**config.mk**
```make
export PLATFORM = sky130hd
export DESIGN_NAME = controlador_memoria_dados
export DESIGN_NICKNAME = d
export VERILOG_FILES = /design/src/rtl/controlador_memoria_dados_pkg.sv /design/src/rtl/controlador_memoria_dados_arbitro_rr2.sv /design/src/rtl/controlador_memoria_dados.sv
export SDC_FILE = /design/constraint.sdc
export NUM_CORES = 1
export LEC_CHECK = 0
export ABC_AREA = 1
export BUFFER_PORTS_ARGS = -buffer_cell sky130_fd_sc_hd__clkbuf_2
export CAP_MARGIN = 10
export CORE_AREA = 2 2 110 112
export CTS_BUF_LIST = sky130_fd_sc_hd__clkbuf_2
export DETAILED_ROUTE_END_ITERATION = 16
export DIE_AREA = 0 0 112 114
export PLACE_DENSITY = 0.86
export SYNTH_ARGS = -nofsm -noshare
export SYNTH_HDL_FRONTEND = slang
export SYNTH_SLANG_ARGS = --single-unit
```
**constraint.sdc**
```tcl
create_clock -name clock -period 3.06 [get_ports clock]
set_input_delay 0.459 -clock clock [delete_from_list [all_inputs] [get_ports clock]]
set_output_delay 0.459 -clock clock [all_outputs]
set_load 0.05 [all_outputs]
```
**src/rtl/controlador_memoria_dados_pkg.sv**
```systemverilog
// ============================================================================
//  Module   : controlador_memoria_pkg
//  Brief    : Shared types and widths for the data-memory controller.
//  Revision : 1.0 - initial release
// ============================================================================
`default_nettype none

package controlador_memoria_pkg;

  localparam int LARG_END  = 26;
  localparam int LARG_DADO = 32;

  typedef enum logic [1:0] {
    OCIOSO  = 2'd0,
    ACESSO  = 2'd1,
    CONCLUI = 2'd2
  } estado_t;

  // Requester IDs double as bit positions in the arbiter request vector.
  localparam logic ID_CPU = 1'b0;
  localparam logic ID_DMA = 1'b1;

endpackage

`default_nettype wire

```
**src/rtl/controlador_memoria_dados_arbitro_rr2.sv**
```systemverilog
// ============================================================================
//  Module   : arbitro_rr2
//  Brief    : Combinational two-way picker, round-robin or fixed CPU priority.
//  Revision : 1.0 - initial release
// ============================================================================
`default_nettype none

module arbitro_rr2
  import controlador_memoria_pkg::*;
(
  input  logic [1:0] req,
  input  logic       ultimo,
  input  logic       fixa,
  output logic       dono
);

  always_comb begin
    dono = ID_CPU;
    case (req)
      2'b01:   dono = ID_CPU;
      2'b10:   dono = ID_DMA;
      // On a tie the requester that was not served last wins.
      2'b11:   dono = fixa ? ID_CPU : ~ultimo;
      default: dono = ID_CPU;
    endcase
  end

endmodule

`default_nettype wire

```
**src/rtl/controlador_memoria_dados.sv**
```systemverilog
// ============================================================================
//  Module   : controlador_memoria_dados
//  Brief    : Arbitrates a single-port data memory between CPU and DMA.
//  Revision : 1.0 - initial release
// ============================================================================
`default_nettype none

module controlador_memoria_dados
  import controlador_memoria_pkg::*;
#(
  parameter int PROFUNDIDADE    = 31,
  parameter bit PRIORIDADE_FIXA = 1'b0
) (
  input  logic                 clock,
  input  logic                 reset,
  input  logic                 cpu_req,
  input  logic                 cpu_we,
  input  logic [LARG_END-1:0]  cpu_endereco,
  input  logic [LARG_DADO-1:0] cpu_dado,
  output logic                 cpu_ack,
  output logic [LARG_DADO-1:0] cpu_dado_lido,
  input  logic                 dma_req,
  input  logic                 dma_we,
  input  logic [LARG_END-1:0]  dma_endereco,
  input  logic [LARG_DADO-1:0] dma_dado,
  output logic                 dma_ack,
  output logic [LARG_DADO-1:0] dma_dado_lido,
  output logic                 erro,
  output logic                 ocupado,
  output logic [LARG_END-1:0]  mem_endereco,
  output logic                 mem_memWrite,
  output logic [LARG_DADO-1:0] mem_dado_Escrito,
  input  logic [LARG_DADO-1:0] mem_dado_Lido
);

  localparam logic [LARG_END-1:0] c_LIMITE = LARG_END'(PROFUNDIDADE);

  estado_t              estado_q;
  logic                 dono_q;
  logic                 ultimo_q;
  logic                 we_q;
  logic [LARG_END-1:0]  endereco_q;
  logic [LARG_DADO-1:0] dado_q;
  logic                 cpu_ack_q;
  logic                 dma_ack_q;
  logic                 erro_q;
  logic [LARG_DADO-1:0] cpu_lido_q;
  logic [LARG_DADO-1:0] dma_lido_q;

  logic                 dono_d;
  logic                 em_faixa;
  logic [LARG_DADO-1:0] lido_d;

  arbitro_rr2 u_arbitro (
    .req    ({dma_req, cpu_req}),
    .ultimo (ultimo_q),
    .fixa   (PRIORIDADE_FIXA),
    .dono   (dono_d)
  );

  assign em_faixa = (endereco_q < c_LIMITE);
  assign lido_d   = em_faixa ? mem_dado_Lido : '0;

  always_ff @(posedge clock) begin
    if (reset) begin
      estado_q   <= OCIOSO;
      dono_q     <= ID_CPU;
      ultimo_q   <= ID_DMA;
      we_q       <= 1'b0;
      endereco_q <= '0;
      dado_q     <= '0;
      cpu_ack_q  <= 1'b0;
      dma_ack_q  <= 1'b0;
      erro_q     <= 1'b0;
      cpu_lido_q <= '0;
      dma_lido_q <= '0;
    end else begin
      case (estado_q)
        OCIOSO: begin
          if (cpu_req || dma_req) begin
            dono_q   <= dono_d;
            ultimo_q <= dono_d;
            if (dono_d == ID_DMA) begin
              endereco_q <= dma_endereco;
              dado_q     <= dma_dado;
              we_q       <= dma_we;
            end else begin
              endereco_q <= cpu_endereco;
              dado_q     <= cpu_dado;
              we_q       <= cpu_we;
            end
            estado_q <= ACESSO;
          end
        end
        ACESSO: begin
          if (!we_q) begin
            if (dono_q == ID_DMA) dma_lido_q <= lido_d;
            else                  cpu_lido_q <= lido_d;
          end
          cpu_ack_q <= (dono_q == ID_CPU);
          dma_ack_q <= (dono_q == ID_DMA);
          erro_q    <= ~em_faixa;
          estado_q  <= CONCLUI;
        end
        CONCLUI: begin
          cpu_ack_q <= 1'b0;
          dma_ack_q <= 1'b0;
          erro_q    <= 1'b0;
          estado_q  <= OCIOSO;
        end
        default: estado_q <= OCIOSO;
      endcase
    end
  end

  // The write strobe is combinational so a reset during ACESSO can still kill it.
  assign mem_memWrite     = (estado_q == ACESSO) && we_q && em_faixa && !reset;
  assign mem_endereco     = endereco_q;
  assign mem_dado_Escrito = dado_q;
  assign ocupado          = (estado_q != OCIOSO);
  assign cpu_ack          = cpu_ack_q;
  assign dma_ack          = dma_ack_q;
  assign erro             = erro_q;
  assign cpu_dado_lido    = cpu_lido_q;
  assign dma_dado_lido    = dma_lido_q;

endmodule

`default_nettype wire

```
* Yosys cells after proc, flatten, opt, wreduce, memory -nomap -nowiden
Cells that the tools add are included.
** Cells by class
- Order comparisons :: 1
- Equal/unequal tests :: 5
- Multiplexer cells :: 10
- Bitwise logic cells :: 4
- Reduce and logical (&&, ||, !) cells :: 11
** Operators by type and width (number)
- two-way mux 32 bit :: 2
- less-than comparator 26 x 5 -> 1 bit (second input constant) :: 1
- two-way mux 26 bit :: 1
- one-hot mux 1 bit (2 select lines) :: 4
- equality test 2 bit (second input constant) :: 3
- AND reduction 3 bit :: 2
- NOT 1 bit :: 4
- one-hot mux 2 bit (2 select lines) :: 1
- nonzero test 2 bit :: 2
- logical AND 1 bit :: 3
- equality test 2 x 1 -> 1 bit (second input constant) :: 1
- zero test 2 bit :: 1
- two-way mux 2 bit :: 1
- != test 2 bit (second input constant) :: 1
- AND reduction 2 bit :: 1
- zero test 1 bit :: 1
- logical OR 1 bit :: 1
- two-way mux 1 bit :: 1
** Storage, ports and cells
- Flip-flop bits (word level) :: 130
- Input port bits :: 154
- Output and inout bits :: 127
- Word-level logic and storage cells :: 42

* Longest topological paths before layout
Gate-level depths: netlist (run 1).
- Depth after elaboration :: 4
- Mapped depth :: 9
- Gate-level depth less buffers :: 8

* Modules after synthesis
A second synthesis (run 1) with hierarchy kept.
** Unflattened totals
- Cell total of the unflattened synthesis :: 588
- Area, all modules :: 5205.0 um^2
** Modules (own cells, without submodules)
- controlador_memoria_dados :: times used 1, cells each 581, area each 5176.2 um^2
- arbitro_rr2 :: times used 1, cells each 7, area each 28.8 um^2

* Least setup slack after synthesis (run 1)
No wires, ideal clock.
- Path type :: register -> output
- Start point :: register endereco_q[7], in the netlist mem_endereco[7]
- End point :: output mem_memWrite
- Arrival time :: 2.094 ns
- Path slack :: 0.507 ns
- Cell stages (with the launch flop) :: 6
- Path buffers :: 0
- Cells stage by stage :: dfxtp_1 > nor2_1 > nand3_1 > nor2_1 > nand3_1 > nor3_1
** Between the ends
- Longest elaborated chain between the ends :: 3
** RTL lines
- start: declaration :: RTL line controlador_memoria_dados.sv:42 : logic [LARG_END-1:0] endereco_q;
- start signal: assignment :: RTL line controlador_memoria_dados.sv:84 : endereco_q <= dma_endereco;
- start signal: assignment :: RTL line controlador_memoria_dados.sv:88 : endereco_q <= cpu_endereco;
- less-than comparator 26 x 5 -> 1 bit :: RTL line controlador_memoria_dados.sv:61 : assign em_faixa = (endereco_q < c_LIMITE);
- logical AND 1 bit (2 in a row) :: RTL line controlador_memoria_dados.sv:117 : assign mem_memWrite = (estado_q == ACESSO) && we_q && em_faixa && !reset;
- end: declaration :: RTL line controlador_memoria_dados.sv:31 : output logic mem_memWrite,
Every way passes these cells.

* Worst setup path in the final report (run 1)
- Start point :: register estado_q[0]
- End point :: register dado_q[2], in the netlist mem_dado_Escrito[2]
** Between the ends
- Longest elaborated chain between the ends :: 2
** RTL lines
- start: declaration :: RTL line controlador_memoria_dados.sv:38 : estado_t estado_q;
- start signal: assignment :: RTL line controlador_memoria_dados.sv:66 : estado_q <= OCIOSO;
- start signal: assignment :: RTL line controlador_memoria_dados.sv:92 : estado_q <= ACESSO;
- start signal: assignment :: RTL line controlador_memoria_dados.sv:103 : estado_q <= CONCLUI;
- zero test 2 bit :: RTL line controlador_memoria_dados.sv:78 : case (estado_q)
- AND reduction 2 bit (no line)
- end signal: assignment :: RTL line controlador_memoria_dados.sv:85 : dado_q <= dma_dado;
- end signal: assignment :: RTL line controlador_memoria_dados.sv:89 : dado_q <= cpu_dado;
- end: declaration :: RTL line controlador_memoria_dados.sv:43 : logic [LARG_DADO-1:0] dado_q;
Every way passes these cells.
A chain may end at the register's enable or synchronous reset.

==> results.cfg, run 1 <==
[status]
status = completed

[route]
routed_wl_um = 19000
drt_iter0_drc = 659
route.vias.total = 6569
vias_per_cell = 5.35
drc_errors = 0
drt_pass1_iterations = 5
drtAntennaViolNets = 0
drt-wirelength-per-cell_um = 15.5

[clocking]
cts.path.max_buffers = 2
htree_levels = 4
cts_buffers = 17
clock_latency_ps = 680
clock-sinks = 130
cts_tree = yes
postCtsSetupBuffers = 0
cts_root_buf = clkbuf_2
clk_pin_slew_ps = 190

[timing]
skew_ps = 25.4
worst_slew_pin_slew_ps = 842
period_needed_ps = 2700
fmax_ghz = 0.370
finalSetupTns_ps = 0
fin_crit_sh = 0.884
whs_ps = 84.4
timing.slew.headroom = 0.439
hold_viol = 0
rsz0062_at_grt = no
slew_violations = 0
worst_slack_ps = 356
finalSetupViolations = 0

[synth]
synth.most_common_cell = nand2_1
synth.area.top_cells = dfxtp_1 48%, nand2_1 9.6%, a21oi_1 8.6%, o21ai_0 8.1%, a31oi_1 4.0%
async_flop_share = 0
synth_seq_cells = 130
syn_inst = 721
syn_nets = 878
ys_types = 22
synthesis.yosys.warnings = 0
synth.cell_area_um2 = 5380
ys_seq_area_frac = 0.483
synth_area_per_cell_um2 = 7.47
post-synth-top-area-cell = dfxtp_1
synthTopCellsByCount = 138 x nand2_1, 130 x dfxtp_1, 93 x a21oi_1
synth_flop_cell = dfxtp_1
synth_edf_count = 0
yosys.area.top_type_share = 0.483

[power]
peakVddDrop_uv = 409
power_mw = 4.80
leakage_nw = 3.98
power_density_nw_per_um2 = 600

[worst_setup_path]
cp_top_family = buffers and inverters
critPathMaxFanout = 93
crit_cells = 8
crit_required_ps = 3690
path_cells = inv_1 > ha_1 > inv_2 > nor2_4 > buf_4 > o21ai_0 > a31oi_1 > dlygate4sd3_1
ff2ff_path_depth = 8
critPathKind = reg -> reg
crit_path_start_kind = flop
crit_arrival_ps = 3340
endpoint_kind = flop
path_buf_inv = 4
slowest_delay_ps = 680
cp_slowest_cell = buf_4

[worst_hold_path]
min_path_type = in -> reg
hold_depth = 3

[global_routing]
grtUsageTotal = 0.286
grt_pass1_vias = 6218
grt_pass1_wl_um = 29400
grt_remaining_overflow = 0
grt_max_degree = 94
antenna_found_initial = 0

[placed_design]
place.gp.congestion = 0.806
place.port_buffers = 280
pre_cts_ws_ps = 957
dp_hpwl_um = 11000

[floorplan]
dieHeight_um = 114
initial_core_util = 0.460
dieArea_um2 = 12800
die_width_um = 112
top_level_ports = 281
fp.coreArea_um2 = 11700
fp-row-count = 40

[finish]
diodes = 0
fillers = 906
drive_above_1_share = 0.306
final_net_count = 1225
post-route-util = 0.683
syn_to_final_growth_pct = 48.7

[flow_run]
maxCapViolCount = 0
power breakdown:
| group | switching (mW) | internal, mW | leakage (nW) |
|---|---|---|---|
| clock network | 0.620 | 0.529 | 0.152 |
| registers | 0.111 | 1.87 | 1.07 |
| logic | 1.19 | 0.475 | 2.76 |
| total | 1.92 | 2.87 | 3.98 |
final timing paths:
kind | start | end | slack [ps]
setup reg to reg | estado_q[0] | mem_dado_Escrito[2] | 360
setup / recovery | estado_q[0] | mem_dado_Escrito[2] | 360
hold reg to reg | ultimo_q | ultimo_q | 490
hold / removal | mem_dado_Lido[22] | cpu_dado_lido[22] | 80
routing by layer:
layer  global-route usage  wire length, µm  up-vias
li1                     -                -     3141
met1                0.327             7310     2951
met2                0.493             9300      409
met3               0.0781             1650       68
met4                0.146              704        0
met5                    0                0        -
sequential cells by signal, summed over array words and instances (netlist names):
name              cells
dma_ack               1
mem_endereco         26
erro                  1
we_q                  1
estado_q              2
cpu_ack               1
mem_dado_Escrito     32
ultimo_q              1
dma_dado_lido        32
dono_q                1
cpu_dado_lido        32
tightest hold or removal path, stage by stage:
cell      delay (ps)
clkbuf_2          80
nand4_1          120
a21oi_1           80
metrics by stage:
| step | instances | cell area (µm²) |
|---|---|---|
| 3_5_place_dp | 1100 | 6780 |
| 5_1_grt | 1227 | 8000 |
| 6_report | 1227 | 8000 |
| 4_1_cts | 1227 | 8000 |
| 3_3_place_gp | 1100 | 6780 |
| 2_1_floorplan | 721 | 5380 |
layout make-up:
type                            instances  area [µm²]  area share
Clock buffer                           19        95.1      0.0119
Clock inverter                         12         165      0.0206
Inverter                               59         221      0.0277
Multi-Input combinational cell        474        2300       0.287
Sequential cell                       130        2600       0.325
Tap cell                              147         184      0.0230
Timing Repair Buffer                  386        2440       0.305
cells by family after synthesis:
group	Yosys count	synth area share
buf+inv	117	0.0923
simple gates	220	0.175
compound gates	251	0.242
fa+ha+maj	3	0.00697
flops	130	0.483
what timing repair did:
action	4_1_cts	5_1_grt
hold buffers	96	0
gates resized for setup	0	0
setup endpoints to repair	0	0
hold endpoints to repair	88	0
cell usage in the layout, fill, tap and decap left out:
| cell type | instances |
|---|---|
| nor2_1 | 37 |
| nor3_1 | 1 |
| a31oi_1 | 34 |
| nand3b_1 | 1 |
| nor2_4 | 1 |
| inv_1 | 54 |
| nand2_1 | 137 |
| buf_4 | 10 |
| o21ai_0 | 87 |
| ha_1 | 3 |
| clkinv_2 | 2 |
| clkinv_1 | 3 |
| a211oi_1 | 1 |
| a21oi_1 | 93 |
| clkbuf_2 | 299 |
| nor3_4 | 2 |
| nor2_2 | 3 |
| inv_2 | 5 |
| o21ai_1 | 36 |
| clkinv_4 | 1 |
| nand2_2 | 1 |
| nand3_1 | 5 |
| bufinv_16 | 4 |
| dlygate4sd3_1 | 96 |
| nand4_1 | 32 |
| clkinvlp_4 | 2 |
| dfxtp_1 | 130 |
(Power assumes the default switching activity.)
==> inputs of run 2 (changes only) <==
- GPL_TIMING_DRIVEN: not set -> 0
==> run 2 against run 1 <==
Flip-flop and latch count did not move. Wire length rose by 6.5%. Critical path depth fell by 2. Worst hold slack got worse by 35 ps. Final cell count rose by 3.3%. Clock-buffer cell count fell by 2. Register-to-register slack improved by 310 ps.
==> results.cfg, run 2 (same netlist as run 1, synthesis figures left out) <==
[status]
status = completed

[finish]
syn_to_final_growth_pct = 49.9
layout_common_cells = 297 x clkbuf_2, 138 x nand2_1, 130 x dfxtp_1
final_net_count = 1264
diodes = 0
final_common_cell = clkbuf_2
post-route-util = 0.689
drive_above_1_share = 0.311

[worst_setup_path]
path_cells = nor2_1 > nand2_1 > nor2_1 > nand3_1 > nor3_1 > clkbuf_2
crit_top_cell = nor2_1
critPathMaxFanout = 6
critPathKind = reg -> out
endpoint_kind = output pin
cp_top_family = simple AND/OR/NAND/NOR gates
slowest_delay_ps = 460
reg2reg_slack_ps = 670
crit_arrival_ps = 2440
crit_required_ps = 2600
cp_slowest_cell = nor2_1
crit_path_start_kind = flop
path_buf_inv = 1

[clocking]
clock-sinks = 130
postCtsSetupBuffers = 0
cts.path.max_buffers = 2
clock_latency_ps = 690
cts_tree = yes
cts_buffers = 17
clk_pin_slew_ps = 240
htree_levels = 4
cts_root_buf = clkbuf_2

[global_routing]
grt_pass1_vias = 6673
grt_pass1_wl_um = 31000
antenna_found_initial = 0
use_met3 = 0.0670
met2_usage = 0.534
use_met1 = 0.340
grt-busiest-layer = met2
grtUsageTotal = 0.299
grt_remaining_overflow = 0
grt_max_degree = 17

[floorplan]
die_width_um = 112
fp-row-count = 40
initial_core_util = 0.460
fp.coreArea_um2 = 11700
top_level_ports = 281
dieArea_um2 = 12800
dieHeight_um = 114

[worst_hold_path]
min_path_type = in -> reg

[route]
route.vias.total = 6882
drt_iter0_drc = 770
drc_errors = 0
drt_pass1_iterations = 5
drt-wirelength-per-cell_um = 15.9
drtAntennaViolNets = 0
vias_per_cell = 5.43
routed_wl_um = 20200

[timing]
whs_ps = 49.5
finalSetupViolations = 0
slew_violations = 0
fmax_ghz = 0.345
rsz0062_at_grt = no
fin_crit_sh = 0.947
timing.slew.headroom = 0.600
skew_ps = 52.0
period_needed_ps = 2900
hold_viol = 0
finalSetupTns_ps = 0
worst_slew_pin_slew_ps = 598

[power]
leakage_nw = 4.03
power_density_nw_per_um2 = 583
peakVddDrop_uv = 391

[placed_design]
place.gp.congestion = 0.848
dp_hpwl_um = 13100
place.port_buffers = 280

[flow_run]
maxCapViolCount = 0
## run 2: where the power goes
group          switching [mW]  total [mW]  internal [mW]
registers               0.111        1.98           1.87
clock network           0.757        1.01          0.250
logic                    1.22        1.71          0.496
total                    2.08        4.70           2.62
## run 2: path summary, 6_finish.rpt
path	start	to	depth (start not counted)
max reg2reg	estado_q[0]	mem_dado_Escrito[1]	8
max	mem_endereco[18]	mem_memWrite	6
min reg2reg	cpu_ack	cpu_ack	2
min	mem_dado_Lido[5]	dma_dado_lido[5]	3
## run 2: worst reg2reg max path, delay by kind of cell, from the launching register on
| family | cells | cell delay [ps] |
|---|---|---|
| buffers and inverters | 4 | 1160 |
| AOI/OAI and AO/OA | 2 | 400 |
| DFF | 1 | 370 |
| adders and majority gates | 1 | 240 |
| and+or+nand+nor | 1 | 200 |
## run 2: cell type report
cell class | count | area [µm²]
Fill cell | 919 | 3640
Sequential cell | 130 | 2600
Multi-Input combinational cell | 474 | 2290
Timing Repair Buffer | 367 | 2270
Buffer | 58 | 275
Inverter | 59 | 221
Tap cell | 147 | 184
Clock inverter | 15 | 139
Clock buffer | 17 | 85.1
## run 2: routing by layer
metal | vias to the layer above | part of all wire
met1 | 3121 | 0.39
met5 | - | 0
met2 | 455 | 0.49
met3 | 78 | 0.082
met4 | 0 | 0.041
li1 | 3228 | -
## run 2: metrics by stage
step / setup slack (ps) / instance area (µm²) / instances / total power, mW
4_1_cts: 77.9 / 7960 / 1257 / 4.64
6_report: 163 / 8070 / 1267 / 4.70
3_3_place_gp: 857 / 6970 / 1148 / 3.52
5_1_grt: 9.50 / 8070 / 1267 / 4.91
3_5_place_dp: 863 / 6970 / 1148 / 3.53
2_1_floorplan: 507 / 5380 / 721 / 3.08
## run 2: repair_timing
item,4_1_cts,5_1_grt
resized for setup,0,2
endpoints found under the hold margin,52,15
endpoints found under the setup margin,0,1
hold buffers,77,10
